## config.mk

```make
export PLATFORM = sky130hd
export DESIGN_NAME = keypad_entry_ctrl
export DESIGN_NICKNAME = d
export VERILOG_FILES = /design/src/rtl/keypad_entry_ctrl.sv
export SDC_FILE = /design/constraint.sdc
export NUM_CORES = 1
export LEC_CHECK = 0
export CAP_MARGIN = 20
export CORE_AREA = 2 2 79 81
export DETAILED_ROUTE_END_ITERATION = 8
export DIE_AREA = 0 0 81 83
export GPL_TIMING_DRIVEN = 0
export PLACE_DENSITY_LB_ADDON = 0.05
export SLEW_MARGIN = 20
export SYNTH_ARGS = -nofsm -noshare
export SYNTH_HDL_FRONTEND = slang
export SYNTH_SLANG_ARGS = --single-unit
```

## constraint.sdc

```tcl
create_clock -name clk -period 3.3 [get_ports clk]
set_input_delay 0.99 -clock clk [delete_from_list [all_inputs] [get_ports clk]]
set_output_delay 0.99 -clock clk [all_outputs]
set_load 0.02 [all_outputs]
```

## src/rtl/keypad_entry_ctrl.sv

```systemverilog
// rtl/keypad_entry_ctrl.sv - keypad code entry with debounce, submit check and lockout
module keypad_entry_ctrl #(
  parameter int          DEB_CYC  = 4,
  parameter int          LOCK_CYC = 16,
  parameter int          MAX_FAIL = 3,
  parameter logic [15:0] CODE     = 16'h1234
) (
  input  logic        clk,
  input  logic        rst_n,
  input  logic [11:0] Key,
  output logic [15:0] entry,
  output logic [2:0]  entry_cnt,
  output logic        unlock,
  output logic        fail,
  output logic        locked,
  output logic        busy
);

  typedef enum logic [2:0] {
    IDLE,
    DEBOUNCE,
    WAIT_REL,
    CHECK,
    LOCKOUT
  } state_t;

  state_t      state_q, state_d;
  logic [11:0] code_q, code_d;
  logic [7:0]  deb_cnt_q, deb_cnt_d;
  logic [15:0] lock_cnt_q, lock_cnt_d;
  logic [2:0]  fail_cnt_q, fail_cnt_d;
  logic [15:0] entry_q, entry_d;
  logic [2:0]  entry_cnt_q, entry_cnt_d;
  logic        unlock_q, unlock_d;
  logic        fail_q, fail_d;
  logic        locked_q, locked_d;
  logic        busy_q, busy_d;

  logic        key_valid;
  logic        deb_done;
  logic [3:0]  digit;
  logic [2:0]  fail_inc;

  always_comb begin
    key_valid = (Key != 12'd0) && ((Key & (Key - 12'd1)) == 12'd0);
    // Counter value after this cycle's increment reaches DEB_CYC-1
    deb_done  = (int'(deb_cnt_q) + 2) >= DEB_CYC;
    fail_inc  = (fail_cnt_q == 3'd7) ? 3'd7 : fail_cnt_q + 3'd1;
    digit     = 4'd0;
    for (int i = 0; i < 10; i++) begin
      if (code_q[i]) digit = 4'(i);
    end
  end

  always_comb begin
    state_d     = state_q;
    code_d      = code_q;
    deb_cnt_d   = deb_cnt_q;
    lock_cnt_d  = lock_cnt_q;
    fail_cnt_d  = fail_cnt_q;
    entry_d     = entry_q;
    entry_cnt_d = entry_cnt_q;
    unlock_d    = 1'b0;
    fail_d      = 1'b0;

    case (state_q)
      IDLE: begin
        if (key_valid) begin
          state_d   = DEBOUNCE;
          code_d    = Key;
          deb_cnt_d = 8'd0;
        end
      end
      DEBOUNCE: begin
        if (Key != code_q) begin
          state_d = IDLE;
        end else if (deb_done) begin
          if (code_q[11]) begin
            state_d = CHECK;
          end else begin
            state_d = WAIT_REL;
            if (code_q[10]) begin
              entry_d     = 16'd0;
              entry_cnt_d = 3'd0;
            end else begin
              entry_d     = {entry_q[11:0], digit};
              entry_cnt_d = (entry_cnt_q == 3'd4) ? 3'd4 : entry_cnt_q + 3'd1;
            end
          end
        end else begin
          deb_cnt_d = deb_cnt_q + 8'd1;
        end
      end
      CHECK: begin
        entry_d     = 16'd0;
        entry_cnt_d = 3'd0;
        if (entry_cnt_q == 3'd4 && entry_q == CODE) begin
          unlock_d   = 1'b1;
          fail_cnt_d = 3'd0;
          state_d    = WAIT_REL;
        end else begin
          fail_d     = 1'b1;
          fail_cnt_d = fail_inc;
          if (int'(fail_inc) == MAX_FAIL) begin
            state_d    = LOCKOUT;
            lock_cnt_d = 16'd0;
          end else begin
            state_d = WAIT_REL;
          end
        end
      end
      LOCKOUT: begin
        if (int'(lock_cnt_q) == LOCK_CYC - 1) begin
          fail_cnt_d = 3'd0;
          state_d    = WAIT_REL;
        end else begin
          lock_cnt_d = lock_cnt_q + 16'd1;
        end
      end
      WAIT_REL: begin
        if (Key == 12'd0) state_d = IDLE;
      end
      default: state_d = IDLE;
    endcase

    busy_d   = (state_d != IDLE);
    locked_d = (state_d == LOCKOUT);
  end

  always_ff @(posedge clk) begin
    if (!rst_n) begin
      state_q     <= IDLE;
      code_q      <= 12'd0;
      deb_cnt_q   <= 8'd0;
      lock_cnt_q  <= 16'd0;
      fail_cnt_q  <= 3'd0;
      entry_q     <= 16'd0;
      entry_cnt_q <= 3'd0;
      unlock_q    <= 1'b0;
      fail_q      <= 1'b0;
      locked_q    <= 1'b0;
      busy_q      <= 1'b0;
    end else begin
      state_q     <= state_d;
      code_q      <= code_d;
      deb_cnt_q   <= deb_cnt_d;
      lock_cnt_q  <= lock_cnt_d;
      fail_cnt_q  <= fail_cnt_d;
      entry_q     <= entry_d;
      entry_cnt_q <= entry_cnt_d;
      unlock_q    <= unlock_d;
      fail_q      <= fail_d;
      locked_q    <= locked_d;
      busy_q      <= busy_d;
    end
  end

  assign entry     = entry_q;
  assign entry_cnt = entry_cnt_q;
  assign unlock    = unlock_q;
  assign fail      = fail_q;
  assign locked    = locked_q;
  assign busy      = busy_q;

endmodule
```

==> results by group, run 1 <==
Logic synthesis
  – Cell variety after synth: 51
  – Synth top area cells: dfxtp_1 41%, xnor2_1 7.2%, a21oi_1 6.2%, nor2_1 5.0%, mux2i_1 4.7%
  – Number of synthesized flops with an enable pin: 0
  – Sequential fraction of the synthesis area: 41.1%
  – Mapped Nets: 390
  – Synth Register Bits: 65
  – Synth top area share: 41.1%
  – Yosys warns: 0
  – Mapped Area: 3170 µm²
  – Top FF cell, synth: dfxtp_1
  – Yosys top cell by area: dfxtp_1
  – FFs w/ async S/R, synth: 0%
  – Cells after Synth: 369
  – Mean Syn Cell Area: 8.58 µm²

Hold path
  – Hold WC Path Type: reg -> reg
  – Hold Crit Depth: 2
  – Hold endpoint: deb_cnt_q[4]
  – Hold Path Origin: deb_cnt_q[4]

Clocking
  – Worst skew pair latency: 0.34 ns
  – Deepest clock path buffer count: 2
  – Num Clock Sinks: 65
  – Inserted Clock Buffers: 9
  – CTS tree: done
  – Clock slew at reported path FFs: 0.07 ns
  – Clock Tree Root: clkbuf_8
  – H-tree depth: 3

Global routing
  – First-pass GRT wire length: 12.0 mm
  – Met1 Usage GRT: 30.3%
  – Global route overflow: 0
  – Vias in the first global route: 2,595
  – Antenna violations before repair: 0
  – Total GRT Usage: 22.3%
  – Met3 GRT Util: 3.91%
  – Met2 Track Usage GR: 35.2%
  – Most used routing layer: met2
  – Largest net degree at the start of global routing: 11

Placed design
  – Post-DP HPWL: 5.08 mm
  – Cell Area, Placed: 3610 µm²
  – Port buffer count: 35
  – GPL Wtd Cong: 0.823
  – Placed Instances: 479

Power and ir drop
  – Worst vdd ir: 0.000265 V
  – Leak: 1.42 nW
  – Power Dens Cells: 400 nW/µm²

STA
  – RSZ-0062 raised after global routing: no
  – Max frequency: 0.310 GHz
  – Final hold slack: 0.441 ns
  – Min cycle time layout: 3.23 ns
  – Max Slew Vio Count: 0
  – Final Hold Vio Count: 0
  – Worst Tran Pin Value: 1.08 ns
  – Worst slew margin: 27.4%
  – Period utilization: 97.9%
  – # setup viols final: 0
  – Skew final: 0.00914 ns

Setup path
  – Reg-to-reg slack, setup: 0.47 ns
  – Critical Path Source Type: input port
  – Crit path kind: in -> reg
  – RR Startpoint: deb_cnt_q[1]
  – CP arrival: 3.49 ns
  – CP endpoint kind: flop
  – Critical path required time: 3.56 ns
  – Worst Reg-to-Reg Cells: 8
  – Crit path max fanout: 9
  – Reg-to-reg endpoint: entry[6]

Cells and area
  – Most common cell after layout, fill and taps aside: dfxtp_1
  – Final Util: 66.7%
  – Storage cell area: 1300 µm²
  – Nets@finish: 440
  – ANT cells: 0
  – Final Cell Area: 3880 µm²
  – Layout filler cell count: 503
  – Area occupied by multi-input gates: 1770 µm²
  – Layout area overhead: 22.4%
  – Most frequent cells in the layout: 65 x dfxtp_1, 42 x nor2_1, 39 x a21oi_1
  – Non-filler cells in the finished layout: 498
  – Fraction of layout cells with a size suffix above 1: 8.75%

Floorplan
  – Starting Density: 54.5%
  – DIE WIDTH: 81 µm
  – Core ar.: 5820 µm²
  – Die H: 83 µm
  – Die footprint: 6720 µm²
  – Number of cell rows: 28
  – IO Pins: 37

Status
  – Status: finished clean

Detailed routing
  – Via count: 2,772
  – Vias per inst: 5.57
  – Final ANT Viol Nets: 0
  – Initial DRC count: 118
  – Drc violations: 0
  – WL per Instance: 14.1 µm
  – First-pass detailed-route iteration total: 4
  – Total wire length: 7.03 mm

Run
  – Max-cap violations: 0
==> per-stage QoR <==
stage | power, mW | worst slack, ns | TNS [ns]
final | 1.55 | 0.0697 | 0
after global routing | 1.60 | 0.00432 | 0
after global placement | 0.859 | -0.517 | -13.50
after CTS | 1.56 | 0.0518 | 0
after floorplan | 0.827 | 0.230 | 0
after detailed placement | 0.859 | -0.583 | -15.60
==> flip-flops by register name, summed over array words and instances, names as in the netlist <==
register and cells:
entry_cnt 3, state_q 3, busy 1, fail 1
unlock 1, locked 1, deb_cnt_q 8, entry 16
lock_cnt_q 16, code_q 12, fail_cnt_q 3
==> how the worst max path moves through the flow <==
stage                start           end  slack [ns]  cells after the start
floorplan           Key[5]  deb_cnt_q[5]        0.23                      7
global placement    Key[5]     entry[11]       -0.52                      8
detailed placement  Key[5]      entry[6]       -0.58                      8
CTS                 Key[4]     code_q[4]        0.05                      9
global route        Key[7]      entry[3]       0.004                      8
finish              Key[7]      entry[3]        0.07                      8
==> kinds of logic (layout without fill, tap and decap cells) <==
logic type	Yosys count	after routing	synth area share, %
AND/OR/NAND/NOR	162	162	27.2
adder cells (fa/ha/maj)	7	7	2.77
multiplexers	15	15	4.74
XOR/XNOR	28	28	7.74
flip-flops	65	65	41.1
AO/OA/AOI/OAI	68	68	12.8
buffers and inverters	24	78	3.63
==> critical path: stages <==
cell and delay, ns:
clkdlybuf4s50_1 0.61, xnor2_1 0.15, nand4_1 0.17, or4b_4 0.56, or3_1 0.31, buf_2 0.18
or3_1 0.35, a21oi_1 0.15
==> report_power, final <==
part / switching [mW] / internal, mW / leakage, nW / total (mW)
Sequential: 0.000120 / 0.784 / 0.523 / 0.784
Clock: 0.286 / 0.426 / 0.112 / 0.712
Combinational: 0.0340 / 0.0223 / 0.788 / 0.0563
==> cell type report <==
type	instances	share of cell area, %
clock buffer	13	4.61
multi-input combinational	280	45.6
sequential	65	33.6
inverter	9	0.871
timing repair buffer	39	9.91
buffer	15	2.16
clock inverter	2	0.904
tap	75	2.42
==> cell usage after synthesis (all sizes together), types with 2 or more instances <==
cell type / instances
nor2: 42
nand2b: 2
nor3: 8
nor4b: 4
or3: 8
and4: 3
a2111oi: 3
o21ai: 6
nand4: 5
a21oi: 39
dfxtp: 65
nand2: 36
a21boi: 3
o21bai: 3
or4b: 2
and3: 4
inv: 8
or2: 3
clkbuf: 12
ha: 7
or4: 7
buf: 3
mux2i: 15
nand3b: 13
xnor2: 26
a211oi: 4
nor4: 6
xor2: 2
nand3: 13
nor2b: 3
==> what timing repair did <==
item                                    4_1_cts  5_1_grt
hold buffers                                  0        0
endpoints found under the setup margin       23       23
gates resized for setup                       5        8
pin swaps                                     0        2
buffers inserted                              0        4
==> per-layer routing <==
layer / share of wire [%] / vias to the layer above
li1: - / 1414
met1: 49 / 1303
met2: 47 / 43
met3: 3.1 / 12
met4: 1.7 / 0
met5: 0 / -
No activity file was read; power rests on OpenSTA's default activity.
==> inputs of run 2 (changes only) <==
- CORE_AREA: 2 2 79 81 -> 2 2 106 108
- DIE_AREA: 0 0 81 83 -> 0 0 108 110
==> run 2 against run 1 <==
Clock-buffer cell count decreased by 3. Register-to-register slack improved by 0.13 ns. Fmax decreased by 0.36%. Design area increased by 0.42%. Sequential share of layout area decreased by 0.14 points. Clock power decreased by 18%. Final cell count increased by 13%. Core utilization decreased by 30 points. Routed wire length increased by 15%. Flip-flop and latch count unchanged. Non-clock buffer count decreased by 1.
==> results by group, run 2 (synthesized netlist as in run 1, its figures left out) <==
Status
  – Status: finished clean (unchanged)

Global routing
  – Largest net degree at the start of global routing: 12 (was 11)
  – Met2 Track Usage GR: 23.3% (was 35.2%)
  – Most used routing layer: met2 (unchanged)
  – Met1 Usage GRT: 18.7% (was 30.3%)
  – Total GRT Usage: 14.3% (was 22.3%)
  – Global route overflow: 0 (unchanged)
  – First-pass GRT wire length: 13.2 mm (was 12.0 mm)
  – Antenna violations before repair: 0 (unchanged)
  – Vias in the first global route: 2,632 (was 2,595)
  – Met3 GRT Util: 4.00% (was 3.91%)

Setup path
  – Most used cell, CP: or3_1 (unchanged)
  – Crit path max-delay cell type: clkdlybuf4s50_1 (unchanged)
  – Crit path max fanout: 9 (unchanged)
  – WP buf/inv: 2 (unchanged)
  – Max incr delay on CP: 0.61 ns (about the same)
  – Crit path kind: in -> reg (unchanged)
  – CP endpoint kind: flop (unchanged)
  – Delay-heaviest family, CP: simple AND/OR/NAND/NOR gates (unchanged)
  – Critical path required time: 3.57 ns (was 3.56 ns)
  – Critical Path Source Type: input port (unchanged)
  – Cells traversed along the worst timing path: clkdlybuf4s50_1, xnor2_1, nand4_1, or4b_4, or3_1, buf_2, or3_1, a21oi_1 (unchanged)
  – CP arrival: 3.51 ns (was 3.49 ns)

Placed design
  – Cell Area, Placed: 3690 µm² (was 3610 µm²)
  – Post-DP HPWL: 5.73 mm (was 5.08 mm)
  – Port buffer count: 35 (unchanged)
  – GPL Wtd Cong: 0.794 (was 0.823)

Cells and area
  – ANT cells: 0 (unchanged)
  – Nets@finish: 439 (was 440)
  – Fraction of layout cells with a size suffix above 1: 8.51% (was 8.75%)
  – Layout area overhead: 23.0% (was 22.4%)
  – Final Cell Area: 3890 µm² (was 3880 µm²)
  – Most frequent cells in the layout: 65 x dfxtp_1, 42 x nor2_1, 39 x a21oi_1 (unchanged)
  – Most common cell after layout, fill and taps aside: dfxtp_1 (unchanged)

Floorplan
  – IO Pins: 37 (unchanged)
  – Core ar.: 10,700 µm² (was 5820 µm²)
  – Die footprint: 11,900 µm² (was 6720 µm²)
  – DIE WIDTH: 108 µm (was 81 µm)
  – Starting Density: 29.6% (was 54.5%)
  – Die H: 110 µm (was 83 µm)
  – Number of cell rows: 38 (was 28)

STA
  – Fin Setup TNS: 0 ns (unchanged)
  – Worst slew margin: 52.1% (was 27.4%)
  – RSZ-0062 raised after global routing: no (unchanged)
  – Skew final: 0.0115 ns (was 0.00914 ns)
  – Final hold slack: 0.448 ns (was 0.441 ns)
  – Min cycle time layout: 3.24 ns (was 3.23 ns)
  – Max frequency: 0.308 GHz (was 0.310 GHz)
  – Max Slew Vio Count: 0 (unchanged)
  – Period utilization: 98.2% (was 97.9%)
  – Final Hold Vio Count: 0 (unchanged)
  – Worst Tran Pin Value: 0.717 ns (was 1.08 ns)
  – # setup viols final: 0 (unchanged)

Power and ir drop
  – Leak: 1.37 nW (was 1.42 nW)
  – Worst vdd ir: 0.000199 V (was 0.000265 V)
  – Power Dens Cells: 366 nW/µm² (was 400 nW/µm²)
  – Pwr Total: 1.43 mW (was 1.55 mW)

Detailed routing
  – Via count: 2,789 (was 2,772)
  – Total wire length: 8.10 mm (was 7.03 mm)
  – WL per Instance: 14.4 µm (was 14.1 µm)
  – Initial DRC count: 115 (was 118)
  – Final ANT Viol Nets: 0 (unchanged)
  – Drc violations: 0 (unchanged)
  – First-pass detailed-route iteration total: 4 (unchanged)
  – Vias per inst: 4.95 (was 5.57)

Clocking
  – Clock Tree Root: clkbuf_8 (unchanged)
  – Clock slew at reported path FFs: 0.07 ns (about the same)
  – Inserted Clock Buffers: 9 (unchanged)
  – # hold bufs at CTS: 0 (unchanged)
  – CTS tree: done (unchanged)
  – Worst skew pair latency: 0.34 ns (about the same)
  – H-tree depth: 3 (unchanged)
  – Num Clock Sinks: 65 (unchanged)
  – Deepest clock path buffer count: 2 (unchanged)

Hold path
  – Hold WC Path Type: reg -> reg (unchanged)

Run
  – Max-cap violations: 0 (unchanged)
-- run 2: final cells by class --
class	count	area, µm²
tap	140	175
clock inverter	6	35.0
fill	1137	6800
buffer	15	83.8
timing repair buffer	38	372
multi-input combinational	280	1770
inverter	9	33.8
sequential	65	1300
clock buffer	10	128
-- run 2: worst paths after layout --
path            startpoint  depth (start not counted)        endpoint  slack [ns]
max reg2reg  lock_cnt_q[6]                          8  lock_cnt_q[13]        0.60
max                 Key[9]                          8        entry[3]        0.06
min reg2reg   deb_cnt_q[4]                          2    deb_cnt_q[4]        0.45
min           deb_cnt_q[4]                          2    deb_cnt_q[4]        0.45
-- run 2: layer usage --
metal,routed length (µm),part of all wire [%]
met5,0,0
met4,64,0.79
met3,301,3.7
met2,3660,45
met1,4070,50
-- run 2: worst register-to-register path, cell delays in order (launching register included) --
cell      delay (ns)
dfxtp_1         0.34
or4_1           0.52
nor4_1          0.40
nand2b_1        0.16
clkbuf_1        0.36
clkbuf_1        0.43
a21oi_1         0.16
xnor2_1         0.17
nor2_1          0.05
-- run 2: stage by stage --
stage / cells / setup WS, ns / util, %
2_1_floorplan: 369 / 0.230 / -
3_3_place_gp: 544 / -0.665 / 34.5
3_5_place_dp: 544 / -0.657 / 34.5
4_1_cts: 560 / 0.00509 / 36.1
5_1_grt: 563 / 0.0204 / 36.4
6_report: 563 / 0.0581 / 36.4
-- run 2: repair_timing --
item	4_1_cts	5_1_grt
pin swaps	0	1
endpoints found under the setup margin	22	17
buffers inserted	0	3
resized for setup	5	4
endpoints found under the hold margin	0	0
-- run 2: where the power goes --
part,switching [mW],internal (mW),total [mW]
sequential,0.000122,0.784,0.784
clock,0.318,0.267,0.585
combinational,0.0356,0.0221,0.0577
total,0.353,1.07,1.43
